### src/rtl/aurora_link_reset_ctrl_pkg.sv
`default_nettype none
// ============================================================================
//  Package   : aurora_ctrl_pkg
//  Purpose   : Shared state encoding and default timing constants for the
//              Aurora 64B66B link reset sequencer.
//  Revision  : 1.0 - initial release
// ============================================================================
package aurora_ctrl_pkg;

  // Sequencer states; encodings are visible on the seq_state status port.
  typedef enum logic [1:0] {
    RESET_HOLD  = 2'd0,
    PMA_RELEASE = 2'd1,
    WAIT_LINK   = 2'd2,
    LINK_UP     = 2'd3
  } link_state_e;

  // Both resets held for >1 s at 50/100 MHz init_clk.
  localparam int unsigned DEF_HOLD_CYCLES     = 32'h07ff_ff00;
  // pma_init must be released this many cycles ahead of reset_pb.
  localparam int unsigned DEF_PMA_LEAD_CYCLES = 255;
  // Time allowed for channel_up after both resets are released.
  localparam int unsigned DEF_LINK_TIMEOUT    = 50_000_000;
  // Shared counter width; covers the larger of hold and timeout.
  localparam int unsigned DEF_CNT_W           = 27;

endpackage : aurora_ctrl_pkg
`default_nettype wire

### src/rtl/aurora_link_reset_ctrl_if.sv
`default_nettype none
// ============================================================================
//  Interface : aurora_link_reset_ctrl_if
//  Purpose   : Bundles the Aurora core status inputs, the re-init request and
//              the reset/status outputs of the link reset sequencer.
//              Macro AURORA_RST_RETRY_CNT_EN adds the retry_cnt status field.
//  Revision  : 1.0 - initial release
// ============================================================================
interface aurora_link_reset_ctrl_if;

  logic       channel_up_u;
  logic       hard_err_u;
  logic       reinit_req;
  logic       reset_pb;
  logic       pma_init;
  logic       link_ready;
  logic [1:0] seq_state;
`ifdef AURORA_RST_RETRY_CNT_EN
  logic [7:0] retry_cnt;
`endif

`ifdef AURORA_RST_RETRY_CNT_EN
  // Sequencer side: drives resets and status.
  modport master (
    input  channel_up_u, hard_err_u, reinit_req,
    output reset_pb, pma_init, link_ready, seq_state, retry_cnt
  );
  // Core / host side: supplies status and request, observes resets.
  modport slave (
    output channel_up_u, hard_err_u, reinit_req,
    input  reset_pb, pma_init, link_ready, seq_state, retry_cnt
  );
`else
  // Sequencer side: drives resets and status.
  modport master (
    input  channel_up_u, hard_err_u, reinit_req,
    output reset_pb, pma_init, link_ready, seq_state
  );
  // Core / host side: supplies status and request, observes resets.
  modport slave (
    output channel_up_u, hard_err_u, reinit_req,
    input  reset_pb, pma_init, link_ready, seq_state
  );
`endif

endinterface : aurora_link_reset_ctrl_if
`default_nettype wire

### src/rtl/aurora_link_reset_ctrl_sync_bit.sv
`default_nettype none
// ============================================================================
//  Module    : aurora_sync_bit
//  Purpose   : Two-flop synchroniser bringing a single user_clk-domain level
//              into the init_clk domain. Clears to 0 on reset.
//  Revision  : 1.0 - initial release
// ============================================================================
module aurora_sync_bit (
  input  wire logic clk,
  input  wire logic rst_n,
  input  wire logic d,
  output logic      q
);

  (* ASYNC_REG = "TRUE" *) logic [1:0] sync_ff;

  // Shift the asynchronous level through two metastability-settling stages.
  always_ff @(posedge clk or negedge rst_n) begin
    if (!rst_n) begin
      sync_ff <= 2'b00;
    end else begin
      sync_ff <= {sync_ff[0], d};
    end
  end

  assign q = sync_ff[1];

endmodule : aurora_sync_bit
`default_nettype wire

### src/rtl/aurora_link_reset_ctrl.sv
`default_nettype none
// ============================================================================
//  Module    : aurora_link_reset_ctrl
//  Purpose   : Power-on / recovery reset sequencer for the 4-lane Aurora
//              64B66B core. Holds pma_init and reset_pb, releases pma_init
//              first, then reset_pb, waits for channel_up and restarts the
//              whole sequence on timeout, link loss, hard error or request.
//              Macro AURORA_RST_RETRY_CNT_EN adds a saturating retry counter.
//  Revision  : 1.0 - initial release
// ============================================================================
module aurora_link_reset_ctrl
  import aurora_ctrl_pkg::*;
#(
  parameter int unsigned HOLD_CYCLES     = DEF_HOLD_CYCLES,
  parameter int unsigned PMA_LEAD_CYCLES = DEF_PMA_LEAD_CYCLES,
  parameter int unsigned LINK_TIMEOUT    = DEF_LINK_TIMEOUT,
  parameter int unsigned CNT_W           = DEF_CNT_W
) (
  input  wire logic               init_clk,
  input  wire logic               ap_rst_n_i,
  aurora_link_reset_ctrl_if.master link
);

  // Terminal counts, sized to the counter so comparisons stay width-matched.
  localparam logic [CNT_W-1:0] HOLD_LAST = CNT_W'(HOLD_CYCLES - 1);
  localparam logic [CNT_W-1:0] PMA_LAST  = CNT_W'(PMA_LEAD_CYCLES - 1);
  localparam logic [CNT_W-1:0] LINK_LAST = CNT_W'(LINK_TIMEOUT - 1);
  localparam logic [CNT_W-1:0] CNT_MAX   = '1;
  localparam logic [CNT_W-1:0] CNT_ONE   = CNT_W'(1);

  link_state_e      state, state_nxt;
  logic [CNT_W-1:0] cnt, cnt_nxt;
  logic             reset_pb_q, pma_init_q, link_ready_q;
  logic             channel_up_s, hard_err_s;
  logic             retry_hit;

  aurora_sync_bit u_sync_channel_up (
    .clk   (init_clk),
    .rst_n (ap_rst_n_i),
    .d     (link.channel_up_u),
    .q     (channel_up_s)
  );

  aurora_sync_bit u_sync_hard_err (
    .clk   (init_clk),
    .rst_n (ap_rst_n_i),
    .d     (link.hard_err_u),
    .q     (hard_err_s)
  );

  // Next-state and counter update; reinit > hard_err > timeout > channel_up.
  always_comb begin
    state_nxt = state;
    cnt_nxt   = (cnt == CNT_MAX) ? cnt : cnt + CNT_ONE;
    unique case (state)
      RESET_HOLD: begin
        // reinit_req is deliberately ignored while the resets are held.
        if (cnt == HOLD_LAST) begin
          state_nxt = PMA_RELEASE;
          cnt_nxt   = '0;
        end
      end
      PMA_RELEASE: begin
        if (link.reinit_req) begin
          state_nxt = RESET_HOLD;
          cnt_nxt   = '0;
        end else if (cnt == PMA_LAST) begin
          state_nxt = WAIT_LINK;
          cnt_nxt   = '0;
        end
      end
      WAIT_LINK: begin
        if (link.reinit_req || hard_err_s || (cnt == LINK_LAST)) begin
          state_nxt = RESET_HOLD;
          cnt_nxt   = '0;
        end else if (channel_up_s) begin
          state_nxt = LINK_UP;
          cnt_nxt   = '0;
        end
      end
      LINK_UP: begin
        // Counter is unused while the link is up; keep it parked at zero.
        cnt_nxt = '0;
        if (link.reinit_req || hard_err_s || !channel_up_s) begin
          state_nxt = RESET_HOLD;
        end
      end
      default: begin
        state_nxt = RESET_HOLD;
        cnt_nxt   = '0;
      end
    endcase
  end

  // Any return to RESET_HOLD from a running state is a retry.
  assign retry_hit = (state != RESET_HOLD) && (state_nxt == RESET_HOLD);

  // State, counter and outputs registered together; outputs decode next state.
  always_ff @(posedge init_clk or negedge ap_rst_n_i) begin
    if (!ap_rst_n_i) begin
      state        <= RESET_HOLD;
      cnt          <= '0;
      reset_pb_q   <= 1'b1;
      pma_init_q   <= 1'b1;
      link_ready_q <= 1'b0;
    end else begin
      state        <= state_nxt;
      cnt          <= cnt_nxt;
      reset_pb_q   <= (state_nxt == RESET_HOLD) || (state_nxt == PMA_RELEASE);
      pma_init_q   <= (state_nxt == RESET_HOLD);
      link_ready_q <= (state_nxt == LINK_UP);
    end
  end

  assign link.reset_pb   = reset_pb_q;
  assign link.pma_init   = pma_init_q;
  assign link.link_ready = link_ready_q;
  assign link.seq_state  = state;

`ifdef AURORA_RST_RETRY_CNT_EN
  logic [7:0] retry_cnt_q;

  // Count re-initialisations, saturating so a flapping link stays visible.
  always_ff @(posedge init_clk or negedge ap_rst_n_i) begin
    if (!ap_rst_n_i) begin
      retry_cnt_q <= 8'h00;
    end else if (retry_hit && (retry_cnt_q != 8'hFF)) begin
      retry_cnt_q <= retry_cnt_q + 8'h01;
    end
  end

  assign link.retry_cnt = retry_cnt_q;
`else
  // Without the retry counter the retry strobe has no consumer.
  logic unused_retry;
  assign unused_retry = retry_hit;
`endif

endmodule : aurora_link_reset_ctrl
`default_nettype wire

### src/flat_wrapper.sv
// flat-port wrapper written by rule: the top's interface ports become plain ports
module aurora_link_reset_ctrl_flat import aurora_ctrl_pkg::*;
#(
  parameter int unsigned HOLD_CYCLES     = DEF_HOLD_CYCLES,
  parameter int unsigned PMA_LEAD_CYCLES = DEF_PMA_LEAD_CYCLES,
  parameter int unsigned LINK_TIMEOUT    = DEF_LINK_TIMEOUT,
  parameter int unsigned CNT_W           = DEF_CNT_W
)
  (init_clk, ap_rst_n_i, link_channel_up_u, link_hard_err_u, link_reinit_req, link_reset_pb, link_pma_init, link_link_ready, link_seq_state);
  aurora_link_reset_ctrl_if link_i ();
  input  wire logic init_clk;
  input  wire logic ap_rst_n_i;
  input wire logic [$bits(link_i.channel_up_u)-1:0] link_channel_up_u;
  input wire logic [$bits(link_i.hard_err_u)-1:0] link_hard_err_u;
  input wire logic [$bits(link_i.reinit_req)-1:0] link_reinit_req;
  output wire logic [$bits(link_i.reset_pb)-1:0] link_reset_pb;
  output wire logic [$bits(link_i.pma_init)-1:0] link_pma_init;
  output wire logic [$bits(link_i.link_ready)-1:0] link_link_ready;
  output wire logic [$bits(link_i.seq_state)-1:0] link_seq_state;
  assign link_i.channel_up_u = link_channel_up_u;
  assign link_i.hard_err_u = link_hard_err_u;
  assign link_i.reinit_req = link_reinit_req;
  assign link_reset_pb = link_i.reset_pb;
  assign link_pma_init = link_i.pma_init;
  assign link_link_ready = link_i.link_ready;
  assign link_seq_state = link_i.seq_state;
  aurora_link_reset_ctrl #(.HOLD_CYCLES(HOLD_CYCLES), .PMA_LEAD_CYCLES(PMA_LEAD_CYCLES), .LINK_TIMEOUT(LINK_TIMEOUT), .CNT_W(CNT_W)) u_core (.init_clk(init_clk), .ap_rst_n_i(ap_rst_n_i), .link(link_i));
endmodule
### config.mk
export PLATFORM = sky130hd
export DESIGN_NAME = aurora_link_reset_ctrl_flat
export DESIGN_NICKNAME = d
export VERILOG_FILES = /design/src/rtl/aurora_link_reset_ctrl_pkg.sv /design/src/rtl/aurora_link_reset_ctrl_if.sv /design/src/rtl/aurora_link_reset_ctrl_sync_bit.sv /design/src/rtl/aurora_link_reset_ctrl.sv /design/src/flat_wrapper.sv
export SDC_FILE = /design/constraint.sdc
export NUM_CORES = 1
export LEC_CHECK = 0
export BUFFER_PORTS_ARGS = -buffer_cell sky130_fd_sc_hd__buf_2
export CORE_AREA = 2 2 58 60
export CTS_CLUSTER_DIAMETER = 120
export DETAILED_ROUTE_END_ITERATION = 8
export DIE_AREA = 0 0 60 62
export PLACE_DENSITY_LB_ADDON = 0.15
export SYNTH_ARGS = -nofsm -noshare
export SYNTH_HDL_FRONTEND = slang
export SYNTH_HIERARCHICAL = 1
export SYNTH_SLANG_ARGS = --single-unit
### constraint.sdc
create_clock -name init_clk -period 3.45 [get_ports init_clk]
set_input_delay 0.1725 -clock init_clk [delete_from_list [all_inputs] [get_ports init_clk]]
set_output_delay 0.1725 -clock init_clk [all_outputs]
set_load 0.05 [all_outputs]
==> metrics list, run 1 <==
- The tool flagged a number of max-cap violations equal to 0.
- Largest net degree at the start of global routing: 37
* Sequential cell fraction of total power: around 55%
* Shortest clock period the worst path allows after layout: 2.44 ns
- Counting instances in the post-synthesis netlist gives the leading cell types as dfrtp_1 (34), nor2_1 (28), nand2_1 (14), nand4_1 (11), xnor2_1 (11).
- The worst hold path belongs to the class in2reg.
- Power spread over the standard cell area amounts to around 480 nW/um2.
* TritonCTS clock tree: yes
* Max stage delay on crit path: 0.87 ns
- Worst Hold Margin: around 0.16 ns
- Peak Freq: 0.409 GHz
- Wire length on met2: roughly 2.0 mm
- Avg Inst Size Synth: 9.93 um2
- Vias: 1571
* Startpoint types: flop
- After clock tree synthesis, the setup repair step added 0 buffers.
* Core utilization of the finished layout: 67.2%
- Walking the worst path, the cells encountered are ha_1, nand4_1, nor4_4, a21boi_0, xnor2_1, nor2_1.
* Vias in the first global route: around 1.5k
- Fill cells in the final layout number between 200 and 300.
- Switching Fraction: a little under a third
- Die H: 62 um
- Share of synthesized flip-flops with an asynchronous set or reset: 100%
- In this run, distinct cell masters in the synthesized netlist total 43.
* Count leader, synth: dfrtp_1
* Mapped cell area: 1960 um2
- Internal Dissipation: 706 uW
- Pre-Repair DR Iteration Count: 4
- For this block, wires on met1 add up to approximately 1.7 mm.
* Met3 Wirelength: between 200 and 250 um
- The floorplan step defined a die boundary enclosing 3720 um2.
- Post-synth top flop: dfrtp_1
- Number of core rows: 21
* Clock latency at the later pin of the worst-skew pair: 0.34 ns
- Synthesis-stage register bit count: 36
* Final cycle utilization of the critical path: between 70% and 80%
- Synth area leader: dfrtp_1
* Initial core utilization: about three fifths
- In this run the worst path has a maximum fanout of 17.
- The wire-length estimate of the detail-placed layout is 2.81 mm.
* Largest delay contributor family on the critical path: simple AND/OR/NAND/NOR gates
- For this design the total switching power over the nets is 315 uW.
- Clock tree buffer depth: 2
* CTS buffer count: 5
* Clk Tree Root Cell: clkbuf_4
* Final weighted congestion in routability-driven placement: approximately 0.83
- Count of buffers inserted at the top-level ports: 9
- Post-synthesis cell count: slightly below 200
* Part of the total power dissipated in the clock network: 28.5%
- P_leak: 0.879 nW
- Comb pwr share: between 10% and 20%
- The core region is 3180 um2.
- Data arrives at the worst endpoint at around 2.7 ns.
- In this run the count of I/O pins placed on the die edge is 10.
- DRC violation count after routing: 0
- The die is about 60 um wide.
* Status: completed
* H-Tree Level Count: 2
* Wire length of the first global-routing pass: 6.96 mm
* Post-synthesis sequential area ratio: 46.2%
- Number of setup violations in the final report: 0
* Max-Slew Margin vs Limit: between 30% and 40%
- The placed instances occupy a cell area of a little over 2000 um2.
* Sum of negative setup slack: 0 ns
* Number of synthesized flops with an enable pin: 0
- The max-slew violation count came to 0.
- In this run, the number of DRC markers left after iteration 0 of detailed routing was between 100 and 150.
- Critical path data required time: roughly 3.7 ns
- Post-cts hold buffer count: 3
- In the final routed layout, each cell accounts on average for between 15 and 20 um.
* Total power after layout: a little over 1 mW
- After the last flow step, the layout net total stands at 217.
- The repair_antennas step left the layout with diodes totalling 0.
- Buffers and inverters on the worst path: 0
- The critical path in this run is classified as reg2reg.
- After routing the design area is 2140 um2.
- Final Hold Violating Endpoints: 0
* Least-Margin Pin Slew: 0.999 ns
* Area grow syn2layout: 9.21%
* RSZ-0062 raised after global routing: no
- After clock tree synthesis, the clock-pin slew on the worst setup and hold paths is 0.11 ns.
* Worst IR drop on VDD: 0.000459 V
* Synthesis warning total: 6
- The initial antenna violation count was 0.
* CTS Sinks: 36
* Max Clock Skew: around 0.0089 ns
* Slowest cell on crit path: nor4_4
* Top routing layer in use: met4
* Share of cells above drive strength 1: 13.7%
- Number of gates given a new drive strength after cts: 0
- Ranking of synthesized cells by area: dfrtp_1 (43%), nor2_1 (5.4%), xnor2_1 (4.9%)
- The worst setup path is captured at a flop.
- Final ANT Viol Nets: 0
* Total congestion overflow: 0
* Total wire length: a little over 4 mm
- Number of vias per cell: 6.11
- Share of Yosys cell area claimed by the top area cell type: 43.5%
- Post-Synthesis Net Count: 204
* Total GRT Usage: 25.3%
-- final cells by class --
class                      count  area (um2)  area share [%]
multi-input combinational    150        1000            46.9
sequential                    36         903            42.3
timing repair buffer          13        82.6            3.86
tap                           46        57.6            2.69
clock buffer                   6        41.3            1.93
clock inverter                 2        35.0            1.64
inverter                       4        15.0           0.703
-- tightest hold or removal path: stages --
cell	delay, ns
buf_2	0.10
nor4bb_1	0.06
o31ai_1	0.10
inv_1	0.05
-- logic make-up after synthesis --
logic type / Yosys count / share of synthesized area, %
buf+inv: 11 / 2.62
fa+ha+maj: 2 / 1.28
flops: 36 / 46.2
xor+xnor: 19 / 8.50
simple gates: 96 / 28.3
compound gates: 33 / 13.2
-- per-stage QoR --
step / std cells / worst slack, ns
detailed placement: 246 / 1.02
global route: 257 / 0.803
floorplan: 197 / 1.53
finish: 257 / 1.01
global placement: 246 / 1.20
CTS: 257 / 1.00
-- state kept, by name, summed over array words and instances, names as in the netlist --
name and cells:
u_core/link.pma_init 1, u_core/u_sync_hard_err/sync_ff 2, u_core/link.reset_pb 1, u_core/link.link_ready 1
u_core/link.seq_state 2, u_core/cnt 27, u_core/u_sync_channel_up/sync_ff 2
-- worst paths after layout --
| kind | from | endpoint | slack [ns] | cells past startpoint |
|---|---|---|---|---|
| hold reg to reg | u_core/u_sync_hard_err/sync_ff[0] | u_core/u_sync_hard_err/sync_ff[1] | 0.36 | 0 |
| min in group asynchronous | ap_rst_n_i | u_core/cnt[26] | 0.43 | 2 |
| setup / recovery | u_core/cnt[0] | u_core/cnt[2] | 1.01 | 6 |
| hold / removal | link_reinit_req | u_core/link.link_ready | 0.16 | 4 |
| max in group asynchronous | ap_rst_n_i | u_core/cnt[21] | 2.53 | 2 |
| setup reg to reg | u_core/cnt[0] | u_core/cnt[2] | 1.01 | 6 |
-- placed cells by master, fill, tap and decap left out, types with 2 or more instances in the layout --
| cell | n |
|---|---|
| a2111oi_4 | 2 |
| a211oi_1 | 5 |
| a21oi_1 | 9 |
| a31oi_1 | 2 |
| and2_1 | 3 |
| and3_1 | 4 |
| and4_1 | 5 |
| buf_2 | 9 |
| clkbuf_4 | 5 |
| dfrtp_1 | 34 |
| dfstp_2 | 2 |
| dlygate4sd3_1 | 3 |
| ha_1 | 2 |
| inv_1 | 4 |
| nand2_1 | 14 |
| nand3_1 | 7 |
| nand4_1 | 11 |
| nor2_1 | 28 |
| nor3_1 | 4 |
| nor4_1 | 3 |
| nor4b_1 | 2 |
| o211ai_1 | 3 |
| o21ai_0 | 3 |
| o31ai_1 | 4 |
| or3_1 | 2 |
| or4_1 | 3 |
| xnor2_1 | 11 |
| xor2_1 | 8 |
-- layer usage --
layer,vias to the layer above,global-route usage (%)
li1,747,-
met2,49,41.5
met4,0,12.7
met3,13,6.42
met5,-,0
met1,762,31.2
-- power by group through the flow --
stage,Clock (mW),Sequential (mW),Combinational (mW)
global placement,0,0.557,0.156
CTS,0.298,0.557,0.171
detailed placement,0,0.562,0.167
finish,0.291,0.559,0.170
global route,0.319,0.569,0.193
floorplan,0,0.550,0.119
Note: power is estimated with default switching activity, not from simulation.
==> run 2: changes to the inputs <==
--- a/config.mk
+++ b/config.mk
@@ -5,11 +5,12 @@
 export SDC_FILE = /design/constraint.sdc
 export NUM_CORES = 1
 export LEC_CHECK = 0
+export ABC_AREA = 1
 export BUFFER_PORTS_ARGS = -buffer_cell sky130_fd_sc_hd__buf_2
-export CORE_AREA = 2 2 58 60
+export CORE_AREA = 2 2 63 65
 export CTS_CLUSTER_DIAMETER = 120
 export DETAILED_ROUTE_END_ITERATION = 8
-export DIE_AREA = 0 0 60 62
+export DIE_AREA = 0 0 65 67
 export PLACE_DENSITY_LB_ADDON = 0.15
 export SYNTH_ARGS = -nofsm -noshare
 export SYNTH_HDL_FRONTEND = slang
==> constraint.sdc (replaced) <==
create_clock -name init_clk -period 2.55 [get_ports init_clk]
set_input_delay 0.1275 -clock init_clk [delete_from_list [all_inputs] [get_ports init_clk]]
set_output_delay 0.1275 -clock init_clk [all_outputs]
set_load 0.05 [all_outputs]
==> run 2 against run 1 <==
  * Hold slack better by 0.019 ns
  * Final cell count is 41% higher
  * Critical path depth is 5 higher
  * Synthesized cell count is 51% higher
  * Critical endpoint is now u_core/cnt[7]
  * Largest cell class unchanged
==> metrics list, run 2 <==
- Status: completed
- Number of flip-flops in the largest register: 27 (unchanged)
- Hold Crit Start: link_reinit_req
* Multiplexer share of the synthesized area: 0% (unchanged)
* Clock slew at reported path FFs: 0.07 ns (-0.04 ns)
* Clock latency at the later pin of the worst-skew pair: 0.29 ns (-0.05 ns)
* Start point of the critical path: u_core/cnt[0]
- The detailed router's first-iteration violation count came to 168 (+57%).
- Max Clock Skew: 0.00532 ns (-0.00363 ns)
- Final cycle utilization of the critical path: 71.5% (+0.65 points)
- Final weighted congestion in routability-driven placement: 0.856 (+2.7%)
* Vias: 1906 (+21%)
* Peak Freq: 0.548 GHz (+34%)
- The top-area cell type share of the netlist area is 39.0% (-4.5 points).
- The xor/xnor cell area share of the yosys netlist is 5.62% (-2.9 points).
- Count of buffers inserted at the top-level ports: 9 (unchanged)
* Reg2Reg Launch Point: u_core/cnt[0]
* Die Outline Area: 4360 um2 (+17%)
- Total wire length: 4.71 mm (+16%)
- Largest net degree at the start of global routing: 37 (unchanged)
- Synthesis-stage register bit count: 36 (unchanged)
- Total GRT Usage: 25.6% (+0.29 points)
- HPWL Detailed: 3.48 mm (+24%)
- The final critical path time including I/O delays and setup is 1.82 ns (-0.621 ns).
- Total congestion overflow: 0 (unchanged)
- The wire length of the first global-routing pass came to 8.34 mm (+20%).
- Number of core rows: 22 (+4.8%)
- The average size of a mapped cell came to 7.32 um2 (-26%).
* Synth area leader: dfrtp_1
- In the layout the commonest cells are nor2_1 (68), nand2_1 (60), inv_1 (49).
- Arrival time of the worst setup path: 1.99 ns (-0.68 ns)
- Counting flops per register, the top entry is u_core/cnt.
- The residual antenna-violating net count after detailed routing is 0 (unchanged).
* Least-Margin Pin Slew: 0.775 ns (-0.225 ns)
* Clock tree buffer depth: 2 (unchanged)
* # Post-CTS Setup Buffers: 0 (unchanged)
* Vias in the first global route: 1880 (+22%)
- Initial core utilization: 60.5% (-1.1 points)
- The width of the chip is 65 um (+8.3%).
- Cell area after placement: 2250 um2 (+11%)
- Area share of fa/ha/maj cells after synthesis: 1.15% (-0.13 points)
- The required arrival time at the worst endpoint is 2.72 ns (-0.95 ns).
- Dominant combinational cell family by area after synthesis: simple AND/OR/NAND/NOR gates
* Worst slack at placement: 0.728 ns (-0.288 ns)
- The worst slew margin relative to its limit was 48.4% (+15 points).
* Max FO, Critical Path: 24 (+7)
* Number of setup violations in the final report: 0 (unchanged)
* Final Hold Violating Endpoints: 0 (unchanged)
- The mean number of vias per cell is 5.25 (-14%).
- Startpoint types: flop
- Initial antenna violation count: 0 (unchanged)
- The leakage power is 1.15 nW (+31%).
* Post-synthesis sequential area ratio: 41.4% (-4.7 points)
- The library cell used most frequently in the layout, excluding fill and tap cells, is nor2_1.
* Clk Tree Root Cell: clkbuf_8
* Count of final max-slew check failures: 0 (unchanged)
- TritonCTS clock tree: yes
* Worst IR drop on VDD: 0.000617 V (+35%)
- Core region area: 3610 um2 (+13%)
* CTS Sinks: 36 (unchanged)
- The area fraction in and, or, nand and nor cells after synthesis came to 38.5% (+10 points).
- The number of maximum-capacitance constraint violations came to 0 (unchanged).
- The length of the first detailed-routing pass in iterations is 4 (unchanged).
* Number of top-level pins: 10 (unchanged)
- The number of buffers created by CTS came to 5 (unchanged).
- Synthesized-area fraction occupied by ao, oa, aoi and oai cells: 3.33% (-9.8 points)
- The final sum of negative setup slack was 0 ns (unchanged).
- The cell area power density is 661 nW/um2 (+39%).
- Post-cts hold buffer count: 3 (unchanged)
* Number of diodes added for antenna fixing: 0 (unchanged)
- The most used flip-flop cell after synthesis is dfrtp_1.
- Mapped cell area: 2180 um2 (+11%)
- Post-synthesis cell count: 298 (+51%)
* Routed wire length per instance: 13.0 um (-18%)
- H-Tree Level Count: 2 (unchanged)
- Synth unique cells: 28 (-35%)
- Setup repair after global routing left no endpoint under its margin.
- The setup path with the least slack is of type reg2reg.
- Type of the worst min-delay path: in2reg
- In the post-synthesis netlist, the cell with the most instances is nor2_1.
- The detailed-route DRC error count came to 0 (unchanged).
* Final-stage net count: 321 (+48%)
- After synthesis, the cell types taking the most area are dfrtp_1 (39%), nor2_1 (12%), nand2_1 (10%).
* Most numerous cell types in the synthesized netlist: nor2_1 (68), nand2_1 (60), inv_1 (49), dfrtp_1 (34), nand3_1 (18)
- The synthesis warning total is 6 (unchanged).
- Share of cells above drive strength 1: 11.7% (-2.0 points)
- Die H: 67 um (+8.1%)
- The setup slack after layout was 0.726 ns (-0.279 ns).
- The area growth from synthesis to layout is 11.9%.
- The share of async-settable or async-resettable flops after synthesis came to 100% (unchanged).
- CP endpoint kind: flop
- The number of enable flip-flop cells after synthesis came to 0 (unchanged).
- The synthesized net count is 305 (+50%).
- The finished layout cell area is 2440 um2 (+14%).
* Number of gates given a new drive strength after cts: 0 (unchanged)
[run 2: cell types whose count changed after synthesis, sizes merged, moves of 5 or more]
cell	change
nand3	+12
a21oi	-5
nor2	+47
and4	-6
xnor2	-7
a211oi	-5
nand2	+53
inv	+45
[run 2: cell type report]
| class | count | area [um2] |
|---|---|---|
| clock inverter | 3 | 90.1 |
| clock buffer | 5 | 68.8 |
| timing repair buffer | 12 | 75.1 |
| multi-input combinational | 210 | 1060 |
| inverter | 49 | 184 |
| sequential | 36 | 903 |
| tap | 48 | 60.1 |
| fill | 312 | 1160 |
[run 2: final timing paths]
path / slack (ns) / depth (start not counted) / end
max: 0.73 / 11 / u_core/cnt[7]
min: 0.18 / 4 / u_core/link.link_ready
max reg2reg: 0.73 / 11 / u_core/cnt[7]
min reg2reg: 0.35 / 0 / u_core/u_sync_channel_up/sync_ff[1]
max in group asynchronous: 1.61 / 2 / u_core/cnt[18]
min in group asynchronous: 0.45 / 2 / u_core/cnt[6]
[run 2: stage by stage]
step | cells | util, % | total power, mW | hold slack [ns]
after floorplan | 298 | - | 0.858 | -0.168
after global placement | 352 | 62.5 | 0.917 | 0.236
after detailed placement | 352 | 62.5 | 0.921 | 0.237
after CTS | 363 | 67.7 | 1.63 | 0.175
after global routing | 363 | 67.7 | 1.69 | 0.185
final | 363 | 67.7 | 1.61 | 0.184
[run 2: kinds of logic after synthesis]
group,count (synthesis)
compound gates,13
xor+xnor,14
fa+ha+maj,2
buf+inv,52
flops,36
simple gates,181
[run 2: worst max-delay path, cell delays in order (launching register included)]
cell	delay, ns
dfrtp_1	0.40
inv_1	0.09
ha_1	0.16
nand2_1	0.06
nor2_1	0.12
nand2_1	0.07
nor2_1	0.13
nand2_1	0.09
nand2_1	0.12
nand3_4	0.12
nand2_4	0.23
nor2_1	0.10
[run 2: power breakdown]
part           switching [mW]  internal [mW]  total (mW)
Sequential             0.0543          0.627       0.682
Combinational           0.140         0.0916       0.232
Clock                   0.212          0.489       0.701
[run 2: routing by layer]
| layer | wire length (um) | GRT usage [%] | up-vias |
|---|---|---|---|
| met1 | 2080 | 31.6 | 880 |
| li1 | - | - | 948 |
| met5 | 0 | 0 | - |
| met4 | 117 | 12.2 | 0 |
| met2 | 2250 | 43.8 | 66 |
| met3 | 271 | 3.89 | 12 |
